## src/rtl/regfile_32x64.sv

```systemverilog
// 32 x DATA_W register file: X0-X30 writable, X31 hard-wired zero, two combinational read ports.
// Define REGFILE_BYPASS_EN to forward same-cycle WriteData to a read port addressing the written register.
module regfile_32x64 #(
  parameter int DATA_W = 64
) (
  input  logic              clk,
  input  logic              reset,
  input  logic              RegWrite,
  input  logic [4:0]        WriteRegister,
  input  logic [DATA_W-1:0] WriteData,
  input  logic [4:0]        ReadRegister1,
  input  logic [4:0]        ReadRegister2,
  output logic [DATA_W-1:0] ReadData1,
  output logic [DATA_W-1:0] ReadData2
);

  localparam int NUM_REGS = 32;
  localparam int NUM_WR   = NUM_REGS - 1;

  // One-hot write enables; code 31 has no destination so it never enables anything.
  function automatic logic [NUM_WR-1:0] wr_decode(input logic we, input logic [4:0] addr);
    logic [NUM_WR-1:0] dec;
    dec = '0;
    for (int i = 0; i < NUM_WR; i++) begin
      if (we && (addr == 5'(i))) begin
        dec[i] = 1'b1;
      end else begin
        dec[i] = 1'b0;
      end
    end
    return dec;
  endfunction

  function automatic logic mux16(input logic [15:0] d, input logic [3:0] s);
    return d[s];
  endfunction

  logic [DATA_W-1:0] r_regs [0:NUM_WR-1];
  logic [DATA_W-1:0] w_bank [0:NUM_REGS-1];
  logic [NUM_WR-1:0] w_wr_en;
  logic [DATA_W-1:0] w_rd1;
  logic [DATA_W-1:0] w_rd2;

  assign w_wr_en = wr_decode(RegWrite, WriteRegister);

  // Register array: synchronous active-low clear wins over any write in the same cycle.
  always_ff @(posedge clk) begin
    for (int i = 0; i < NUM_WR; i++) begin
      if (!reset) begin
        r_regs[i] <= '0;
      end else if (w_wr_en[i]) begin
        r_regs[i] <= WriteData;
      end else begin
        r_regs[i] <= r_regs[i];
      end
    end
  end

  for (genvar r = 0; r < NUM_WR; r++) begin : g_bank
    assign w_bank[r] = r_regs[r];
  end
  assign w_bank[NUM_REGS-1] = '0;

  // Per-bit select tree: two 16:1 units on addr[3:0], then addr[4] picks the half.
  for (genvar b = 0; b < DATA_W; b++) begin : g_bit
    logic [15:0] w_lo_col;
    logic [15:0] w_hi_col;
    for (genvar r = 0; r < 16; r++) begin : g_col
      assign w_lo_col[r] = w_bank[r][b];
      assign w_hi_col[r] = w_bank[r+16][b];
    end
    assign w_rd1[b] = ReadRegister1[4] ? mux16(w_hi_col, ReadRegister1[3:0])
                                       : mux16(w_lo_col, ReadRegister1[3:0]);
    assign w_rd2[b] = ReadRegister2[4] ? mux16(w_hi_col, ReadRegister2[3:0])
                                       : mux16(w_lo_col, ReadRegister2[3:0]);
  end

`ifdef REGFILE_BYPASS_EN
  logic w_byp1;
  logic w_byp2;

  assign w_byp1 = RegWrite && reset && (ReadRegister1 == WriteRegister) && (ReadRegister1 != 5'd31);
  assign w_byp2 = RegWrite && reset && (ReadRegister2 == WriteRegister) && (ReadRegister2 != 5'd31);

  assign ReadData1 = w_byp1 ? WriteData : w_rd1;
  assign ReadData2 = w_byp2 ? WriteData : w_rd2;
`else
  assign ReadData1 = w_rd1;
  assign ReadData2 = w_rd2;
`endif

endmodule

```

## config.mk

```make
export PLATFORM = sky130hd
export DESIGN_NAME = regfile_32x64
export DESIGN_NICKNAME = d
export VERILOG_FILES = /design/src/rtl/regfile_32x64.sv
export SDC_FILE = /design/constraint.sdc
export NUM_CORES = 2
export LEC_CHECK = 0
export CAP_MARGIN = 10
export CELL_PAD_IN_SITES_DETAIL_PLACEMENT = 1
export CELL_PAD_IN_SITES_GLOBAL_PLACEMENT = 1
export CORE_MARGIN = 2
export CORE_UTILIZATION = 48
export CTS_BUF_LIST = sky130_fd_sc_hd__clkbuf_2
export CTS_CLUSTER_SIZE = 16
export DETAILED_ROUTE_END_ITERATION = 12
export MAX_ROUTING_LAYER = met4
export PLACE_DENSITY_LB_ADDON = 0.1
export SYNTH_ARGS = -nofsm -noshare
export SYNTH_HDL_FRONTEND = slang
export SYNTH_SLANG_ARGS = --single-unit
export TNS_END_PERCENT = 30
```

## constraint.sdc

```tcl
create_clock -name clk -period 3.5 [get_ports clk]
set_clock_uncertainty 0.1 [all_clocks]
set_input_delay 0.7 -clock clk [delete_from_list [all_inputs] [get_ports clk]]
set_output_delay 0.7 -clock clk [all_outputs]
set_load 0.01 [all_outputs]
```

==> flow_summary.toml <==
[critical_path]
required_ns = 2.70
end_kind = "primary output"
critPathKind = "reg2out"
path_depth = 6
critPathArrivalTime_ns = 3.73
path_cells = "mux2i_1, a22oi_1, nand2_1, nor4_4, buf_4, buf_6"
crit_fanout = 2
cp_num_buf_inv = 2
startpoint = "r_regs[1][388]$_SDFFCE_PN0P_"
crit_path_end = "ReadData1[4]"
cp-start-kind = "flip-flop"
crit_slowest_cell = "nor4_4"
crit_family = "simple AND/OR/NAND/NOR gates"
crit_path_max_incr_delay_ns = 0.57

[logic_synthesis]
ys_warn_count = 0
ys_seq_elements = 1984
synthFlopType = "edfxtp_1"
ys_seq_area_frac = 0.575
synth.area.top_cells = "edfxtp_1 57%, mux2i_1 18%, nor2_1 7.0%"
synth_top_cell_by_area = "edfxtp_1"
synth.net_count = 8889
netlist.area_leader.share = 0.575
synth_edf_count = 1984
synthesis.instances = 8807
synthArstFlopShare = 0
synthDistinctLibCells = 37
netlist_area_sq_mm = 0.104
syn_avg_cell_area_sq_um = 11.8

[clock_tree]
h-tree-depth = 6
clock_sinks = 1984
cts_tree = "done"
clkTransAtPathRegs_ns = 0.12
root_buffer = "clkbuf_2"
cts-root-to-sink-buffers = 4
cts_buffers = 562

[power_and_ir_drop]
peakVddDrop_mv = 0.395
seqPwrFrac = 0.521
p_total_mw = 54.1
power.internal_mw = 37.4
combPwrFrac = 0.166
power.density_mw_per_mm2 = 435
p_clk_frac = 0.313
switching_share = 0.309
switchingPower_mw = 16.7
cellLeakagePower_nw = 48.9

[drt]
drt_iter0_drc = 10500
post-route-drc-count = 0
drt-pass1-iter-count = 6
route.detailed.wl_per_inst_microns = 35.4
postRouteAntennaNets = 0
vias_per_cell = 6.60
routed_wl_microns = 458000
vias = 85400

[finish]
area_growth_syn_to_layout_pct = 20.1
regMostFlops = "r_regs"
fin_util = 0.580
drive_gt1_frac = 0.240
reg.largest.list = "r_regs (1984)"
instances_no_fill = 12900
final_cell_mix = "1984 x edfxtp_1, 1929 x nor2_1, 1893 x mux2i_1, 810 x clkbuf_2, 643 x a22oi_1"
nNetsFinal = 9824
final_common_cell = "edfxtp_1"
largest_reg_flops = 1984

[run_status]
violations = "setup timing"
status = "complete, but fails checks"

[timing]
slew_headroom = 0.0254
finalMaxSlewViolations = 0
rsz0062_at_grt = "true"
finalSetupTns_ns = -88.07
layout_min_cycle_time_ns = 4.53
max_freq_ghz = 0.221
fin_crit_sh = 1.29
hold_viol_final = 0
setup_viol = 128
fin_ws_ns = -1.03
tightestPinTransition_ns = 1.46

[floorplanning]
ioPinCount = 210
die_w_microns = 469
rows = 170
start_util = 0.483
dieArea_sq_mm = 0.220
die_y_microns = 469
coreArea_sq_mm = 0.215

[global_route]
grt_pass1_wl_microns = 638000
gr-total-overflow = 0
grt_max_degree = 65
grt_util_met3 = 0.0870
antenna_found_initial = 14
track_usage = 0.422
use_met1 = 0.525
grt_pass1_vias = 87700
grt.busiest_layer = "met2"
grt_use_met2 = 0.649

[job]
drv_cap = 0

[place]
portBuffers = 209
dp.cells = 11900
gp_congestion = 0.922
dp_hpwl_microns = 282000

[min_path]
hold_path.class = "in2reg"
==> layer usage <==
layer,wire (microns),part of all wire,up-vias
met3,47900,0.10,1431
met5,0,0,-
met2,212000,0.46,5691
li1,-,-,34500
met4,27500,0.060,0
met1,171000,0.37,43800
==> synthesized netlist by cell type, types with 5 or more instances <==
| master | number |
|---|---|
| nor4_2 | 117 |
| a21oi_1 | 254 |
| clkbuf_1 | 518 |
| o221ai_1 | 127 |
| buf_6 | 60 |
| nand3_1 | 131 |
| buf_4 | 72 |
| buf_1 | 73 |
| edfxtp_1 | 1984 |
| a22oi_1 | 763 |
| nor4bb_1 | 5 |
| nand2b_1 | 5 |
| inv_1 | 129 |
| nand2_1 | 505 |
| buf_2 | 152 |
| nor2_1 | 1930 |
| mux4_2 | 7 |
| mux2i_1 | 1909 |
| clkbuf_4 | 11 |
| nor2b_1 | 6 |
| nor4_1 | 10 |
| buf_12 | 10 |
==> stage by stage <==
step / cell area, sq um / hold slack [ns] / setup WS, ns
after floorplan: 104000 / 0.858 / -0.0255
after global placement: 117000 / 1.44 / -1.15
after detailed placement: 117000 / 1.46 / -1.13
after CTS: 124000 / 0.00587 / -1.12
after global routing: 124000 / 0.126 / -1.08
final: 124000 / 0.198 / -1.03
==> how the worst min path moves through the flow <==
| stage | depth (start not counted) | start | slack [ns] | endpoint |
|---|---|---|---|---|
| 3_5_place_dp | 2 | reset | 1.46 | r_regs[0][754]$_SDFFCE_PN0P_ |
| 2_1_floorplan | 2 | WriteData[0] | 0.86 | r_regs[0][576]$_SDFFCE_PN0P_ |
| 6_report | 5 | WriteData[59] | 0.20 | r_regs[1][59]$_SDFFCE_PN0P_ |
| 5_1_grt | 5 | WriteData[59] | 0.13 | r_regs[1][59]$_SDFFCE_PN0P_ |
| 4_1_cts | 5 | WriteRegister[2] | 0.006 | r_regs[0][1021]$_SDFFCE_PN0P_ |
| 3_3_place_gp | 5 | r_regs[0][565]$_SDFFCE_PN0P_ | 1.44 | ReadData2[53] |
==> tightest hold or removal path: cells and delay by family <==
family                 cells  cell delay, ns
and+or+nand+nor            1            0.06
buffers and inverters      4            1.36
==> power groups by stage <==
stage,registers (mW),logic (mW),clock network [mW]
finish,28.2,9.00,16.9
global route,28.3,9.22,18.3
CTS,28.2,8.65,17.1
detailed placement,28.7,8.35,0
global placement,28.6,8.22,0
floorplan,28.5,4.20,0
==> final cells by class <==
class,instances,area (sq um)
fillers,21900,90100
flip-flops and latches,1984,59600
multi-input cells,5795,42100
repair buffers,1270,14100
clock buffers,808,4040
well taps,2838,3550
clock inverters,111,581
inverters,129,484
diodes,12,30.0
==> what timing repair did <==
| action | in CTS | in global routing |
|---|---|---|
| resized for setup | 674 | 240 |
| pin swaps | 360 | 187 |
| endpoints found under the setup margin | 128 | 128 |
| buffers inserted | 20 | 11 |
| hold buffers | 140 | 0 |
| endpoints found under the hold margin | 3967 | 0 |
==> logic make-up (layout without fill, tap and decap cells) <==
group | count (synthesis) | after routing | synth area share
simple gates | 2732 | 2732 | 0.113
flops | 1984 | 1984 | 0.575
buf+inv | 1028 | 2318 | 0.0483
other cells | 0 | 12 | 0
mux | 1916 | 1916 | 0.186
compound gates | 1147 | 1147 | 0.0785
(Power assumes the default switching activity.)
